### src/rtl/gf163_reduce_seq.sv
// ---------------------------------------------------------------------------
// gf163_reduce_seq
//
// Purpose:
//   Sequential reduction of an unreduced 325-bit polynomial product modulo
//   the GF(2^163) field polynomial f(x) = x^163 + x^7 + x^6 + x^3 + 1.
//   A product is captured into a work register and folded downward one
//   chunk per cycle, six chunks in total, after which the low 163 bits
//   hold the remainder.
//
// Ports:
//   clk        in   1    clock, rising-edge
//   rst_n      in   1    asynchronous active-low reset
//   in_valid   in   1    in_prod holds a product to reduce
//   in_ready   out  1    block accepts a product this cycle (IDLE only)
//   in_prod    in   325  unreduced product, bit i = coefficient of x^i
//   clr        in   1    synchronous abort, wins over in_valid/out_ready
//   out_valid  out  1    out_rem holds the reduced result (DONE only)
//   out_ready  in   1    consumer takes out_rem this cycle
//   out_rem    out  163  in_prod mod f(x); zero whenever out_valid is low
//   busy       out  1    high while folding or holding a result
// ---------------------------------------------------------------------------
module gf163_reduce_seq (
    input  logic         clk,
    input  logic         rst_n,
    input  logic         in_valid,
    output logic         in_ready,
    input  logic [324:0] in_prod,
    input  logic         clr,
    output logic         out_valid,
    input  logic         out_ready,
    output logic [162:0] out_rem,
    output logic         busy
);

    typedef enum logic [1:0] {
        IDLE = 2'd0,
        FOLD = 2'd1,
        DONE = 2'd2
    } state_t;

    state_t         r_state;
    state_t         w_stateNext;
    logic [324:0]   r_work;
    logic [324:0]   w_workNext;
    logic [2:0]     r_cnt;
    logic [2:0]     w_cntNext;

    logic [324:0]   w_chunkMask;
    logic [324:0]   w_chunk;
    logic [324:0]   w_folded;

    // Select the slice of W folded this cycle. The top chunk is folded
    // first; its images land as high as bit 168, inside chunk 4, and bits
    // 164/163 are only cleared by the final two-bit chunk.
    always_comb begin
        w_chunkMask = '0;
        case (r_cnt)
            3'd0: w_chunkMask = {{32{1'b1}}, {293{1'b0}}};
            3'd1: w_chunkMask = {{32{1'b0}}, {32{1'b1}}, {261{1'b0}}};
            3'd2: w_chunkMask = {{64{1'b0}}, {32{1'b1}}, {229{1'b0}}};
            3'd3: w_chunkMask = {{96{1'b0}}, {32{1'b1}}, {197{1'b0}}};
            3'd4: w_chunkMask = {{128{1'b0}}, {32{1'b1}}, {165{1'b0}}};
            3'd5: w_chunkMask = {{160{1'b0}}, 2'b11, {163{1'b0}}};
            default: w_chunkMask = '0;
        endcase
    end

    // x^j = x^(j-163) * (x^7 + x^6 + x^3 + 1), so every set bit of the chunk
    // is cleared and XOR-ed back at offsets -156, -157, -160 and -163. All
    // targets lie strictly below the chunk, so the whole chunk folds in one
    // cycle from the start-of-cycle value of W.
    assign w_chunk  = r_work & w_chunkMask;
    assign w_folded = (r_work ^ w_chunk)
                    ^ (w_chunk >> 156)
                    ^ (w_chunk >> 157)
                    ^ (w_chunk >> 160)
                    ^ (w_chunk >> 163);

    // Next-state and datapath update. clr overrides everything and discards
    // the work register. The handoff edge in DONE only returns to IDLE, so a
    // new product can be taken at the earliest on the following edge.
    always_comb begin
        w_stateNext = r_state;
        w_workNext  = r_work;
        w_cntNext   = r_cnt;
        if (clr) begin
            w_stateNext = IDLE;
            w_workNext  = '0;
            w_cntNext   = '0;
        end else begin
            case (r_state)
                IDLE: begin
                    if (in_valid) begin
                        w_stateNext = FOLD;
                        w_workNext  = in_prod;
                        w_cntNext   = '0;
                    end
                end
                FOLD: begin
                    w_workNext = w_folded;
                    if (r_cnt == 3'd5) begin
                        w_stateNext = DONE;
                    end else begin
                        w_cntNext = r_cnt + 3'd1;
                    end
                end
                DONE: begin
                    if (out_ready) begin
                        w_stateNext = IDLE;
                    end
                end
                default: begin
                    w_stateNext = IDLE;
                    w_workNext  = '0;
                    w_cntNext   = '0;
                end
            endcase
        end
    end

    // State, work register and fold counter.
    always_ff @(posedge clk or negedge rst_n) begin
        if (!rst_n) begin
            r_state <= IDLE;
            r_work  <= '0;
            r_cnt   <= '0;
        end else begin
            r_state <= w_stateNext;
            r_work  <= w_workNext;
            r_cnt   <= w_cntNext;
        end
    end

    // Handshake outputs decode directly from the state register; the
    // remainder is gated so it reads zero outside DONE.
    always_comb begin
        in_ready  = (r_state == IDLE);
        out_valid = (r_state == DONE);
        busy      = (r_state != IDLE);
        out_rem   = (r_state == DONE) ? r_work[162:0] : '0;
    end

endmodule

### config.mk
export PLATFORM = sky130hd
export DESIGN_NAME = gf163_reduce_seq
export DESIGN_NICKNAME = d
export VERILOG_FILES = /design/src/rtl/gf163_reduce_seq.sv
export SDC_FILE = /design/constraint.sdc
export NUM_CORES = 1
export LEC_CHECK = 0
export BUFFER_PORTS_ARGS = -buffer_cell sky130_fd_sc_hd__buf_4
export CELL_PAD_IN_SITES_DETAIL_PLACEMENT = 1
export CELL_PAD_IN_SITES_GLOBAL_PLACEMENT = 1
export CORE_MARGIN = 4
export CORE_UTILIZATION = 37
export CTS_CLUSTER_SIZE = 28
export DETAILED_ROUTE_END_ITERATION = 10
export GPL_ROUTABILITY_DRIVEN = 0
export PLACE_DENSITY = 0.85
export SLEW_MARGIN = 20
export SYNTH_ARGS = -nofsm -noshare
export SYNTH_HDL_FRONTEND = slang
export SYNTH_SLANG_ARGS = --single-unit
### constraint.sdc
create_clock -name clk -period 2.1 [get_ports clk]
set_input_delay 0 -clock clk [delete_from_list [all_inputs] [get_ports clk]]
set_output_delay 0 -clock clk [all_outputs]
set_load 0.01 [all_outputs]
==> flow_metrics.py <==
metrics = {
    "grt": {
        "grt_pass1_wl_mm": 157.5,
        "antenna_found_initial": 19,
        "overflow": 0,
        "grtUsageTotal": 0.3410,
        "grt_start_max_net_pins": 86,
        "grt_pass1_vias": 24830,
    },
    "timing": {
        "finalClockSkew_ns": 0.03231,
        "post-route-min-period_ns": 2.044,
        "setup_slack_ns": 0.05567,
        "hold_viol": 0,
        "slew_viol_final": 0,
        "fmaxAchievable_mhz": 489.2,
        "max_slew.worst_pin.slew_ns": 0.7600,
        "setup_viol": 0,
        "period_share": 0.9735,
        "rsz0062_at_grt": "no",
        "maxSlewHeadroom": 0.4934,
        "whs_ns": 0.08359,
    },
    "hold_path": {
        "min_from": "in_valid",
        "min_to": "r_state[0]",
        "hold_depth": 4,
        "hp-class": "input pin to register",
    },
    "cells_and_area": {
        "syn2layout_area_growth_pct": 47.70,
        "multi_input_area_sq_um": 11230,
        "final-seq-area_sq_um": 8260,
        "final_nets": 3299,
        "final_cells": 3711,
        "nFillCells": 5896,
        "final_layout_size_suffix_gt1_frac": 0.2279,
    },
    "power_and_ir_drop": {
        "total_power_mw": 20.15,
        "cellPowerDensity_nw_per_um2": 671.7,
        "p_leak_nw": 13.68,
        "irDropWorstVdd_uv": 497.9,
    },
    "logic_synthesis": {
        "synth-compound-area-share": 0.2010,
        "yosysTopAreaCellShare": 0.4067,
        "muxShareOfSynthArea": 0.01331,
        "yosys_most_used_dff": "dfrtp_1",
        "synth_xor_area_frac": 0.1880,
        "synth.distinct_cells": 44,
        "synth_largest_area_cell": "dfrtp_1",
        "syn_area_per_cell_sq_um": 9.285,
        "ys_ff_latch": 330,
        "yosysSeqAreaShare": 0.4067,
        "netlist_area_sq_um": 20310,
        "synthAdderAreaFrac": 0.003081,
        "synth_edf_count": 0,
        "synth_top_family_by_area": "compound AO/OA/AOI/OAI gates",
        "synth_cells": 2187,
        "yosysWarnings": 0,
        "netlist_top_cells_area": "dfrtp_1, xnor2_1, xor2_1",
        "synth-simple-area-share": 0.1415,
        "ys_async_sr_fraction": 1.000,
        "syn-num-nets": 2522,
    },
    "floorplan": {
        "start_util": 0.3759,
        "dieWidth_um": 242.3,
        "ios": 496,
        "num_rows": 85,
        "coreArea_sq_um": 54030,
        "die-area_sq_um": 58690,
        "fp.dieH_um": 242.3,
    },
    "critical_path": {
        "cp.required_ns": 2.55,
        "r2r_slack_ns": 0.06,
        "critPathArrivalTime_ns": 2.50,
        "critPathMaxFanout": 8,
        "r2r_start": "r_state[0]",
        "cp-end-kind": "register",
        "worstReg2RegEnd": "r_work[2]",
        "startpoint_type": "register",
        "r2r_cells": 7,
        "path_class": "register to register",
    },
    "cts": {
        "htree_levels": 2,
        "clk_latency_ns": 0.57,
        "cts_tree": "done",
        "cts_sinks": 330,
        "root_buffer": "clkbuf_16",
        "path_clk_slew_ns": 0.06,
        "clockBufferDepth": 3,
        "cts_made_buffers": 40,
    },
    "outcome": {
        "status": "finished, final reports clean",
    },
    "route": {
        "wl_per_cell_um": 28.31,
        "routed_wl_mm": 105.1,
        "ant_nets": 0,
        "route.detailed.drc": 0,
        "first_pass_iters": 5,
        "vias_per_cell": 6.019,
        "drt_iter0_drc": 1728,
        "vias": 22340,
    },
    "place": {
        "port_buffers": 495,
        "dp_hpwl_mm": 56.60,
        "pre_cts_slack_ns": -0.1379,
        "dp_cells": 3273,
    },
    "run": {
        "cap_violations": 0,
    },
}
synthesized netlist by cell type (2+ instances only):
cell / count
nor2_1: 27
a31oi_1: 7
o21ai_0: 122
o22ai_1: 31
nand2_1: 199
or4_1: 6
a32o_1: 2
o32ai_1: 13
clkbuf_2: 9
buf_2: 96
mux2i_1: 27
o21ai_1: 11
a22o_1: 156
and2_1: 165
a21oi_2: 4
inv_1: 27
a21oi_1: 132
nand3_1: 136
nor2b_1: 11
buf_4: 8
nor3_1: 15
a21o_1: 2
o211ai_1: 116
xnor2_1: 255
dfrtp_1: 330
o2111ai_1: 2
a222oi_1: 3
clkbuf_1: 67
nand2b_1: 9
ha_1: 5
xor2_1: 181
metal layers:
metal  GRT usage  routed length [um]
met5           0                   0
met4      0.2098                7496
met3     0.06807                7487
met2      0.6026               53050
met1      0.3770               37040
through the flow:
step	utilization	setup TNS [ns]	area, sq um
2_1_floorplan	-	0	20310
3_3_place_gp	0.4623	0	24970
3_5_place_dp	0.4623	-2.656	24970
4_1_cts	0.5500	0	29720
5_1_grt	0.5549	0	29980
6_report	0.5552	0	29990
cell families (layout without fill, tap and decap cells):
family / Yosys count / count (layout)
AOI/OAI and AO/OA: 606 / 607
and+or+nand+nor: 575 / 575
xor gates and xnor gates: 436 / 436
DFF: 330 / 330
buffers and inverters: 208 / 1013
muxes: 27 / 27
adders and majority gates: 5 / 5
other: 0 / 22
timing repair:
action | CTS | global route
hold buffers | 332 | 0
endpoints found under the hold margin | 656 | 0
gates resized for setup | 3 | 30
cloned | 1 | 3
buffers inserted | 2 | 7
endpoints found under the setup margin | 45 | 251
pin swaps | 1 | 2
cells in the final DEF (no fill, tap or decap), types with 9 or more instances in the layout:
| cell type | synthesis | routed |
|---|---|---|
| o21ai_1 | 11 | 15 |
| buf_12 | 0 | 24 |
| nor2_1 | 27 | 26 |
| mux2i_1 | 27 | 27 |
| buf_4 | 8 | 549 |
| inv_1 | 27 | 25 |
| nand2b_1 | 9 | 9 |
| a22o_1 | 156 | 156 |
| dlygate4sd3_1 | 0 | 331 |
| clkbuf_16 | 0 | 45 |
| xor2_1 | 181 | 178 |
| diode_2 | 0 | 22 |
| and2_1 | 165 | 162 |
| xnor2_1 | 255 | 255 |
| nand2_1 | 199 | 197 |
| o211ai_1 | 116 | 116 |
| o21ai_0 | 122 | 117 |
| a21oi_1 | 132 | 131 |
| nand3_1 | 136 | 136 |
| nor3_1 | 15 | 15 |
| o32ai_1 | 13 | 13 |
| o22ai_1 | 31 | 31 |
| dfrtp_1 | 330 | 328 |
worst max-delay path, stage by stage (launching register included):
cell	delay, ns
dfrtp_2	0.47
buf_4	0.20
a21oi_1	0.16
dlygate4sd3_1	0.60
nor2_1	0.09
a21oi_2	0.16
a2bb2oi_1	0.19
nor2_1	0.06
where the power goes:
part	switching (mW)	internal [mW]	total, mW
combinational	2.72	2.32	5.04
clock	3.21	4.29	7.50
sequential	0.766	6.84	7.61
area by class of cell:
type,count,share of cell area
Antenna cell,22,0.001835
Clock buffer,54,0.03888
Clock inverter,17,0.006257
Inverter,27,0.003379
Multi-Input combinational cell,1650,0.3745
Sequential cell,330,0.2754
Tap cell,696,0.02903
Timing Repair Buffer,915,0.2707
sequential cells by signal, summed over array words and instances, names as in the netlist:
register	flops
r_work	325
r_cnt	3
r_state	2
worst max-delay path by stage:
stage / cells past startpoint / endpoint / start / slack, ns
floorplan: 9 / r_work[47] / r_cnt[2] / 0.07
global placement: 7 / r_work[196] / r_cnt[0] / 0.07
detailed placement: 7 / r_work[183] / r_cnt[0] / -0.14
CTS: 9 / r_work[167] / r_cnt[0] / 0.009
global route: 7 / r_work[2] / r_state[0] / 0.002
finish: 7 / r_work[2] / r_state[0] / 0.06
Note: power is estimated with default switching activity, not from simulation.
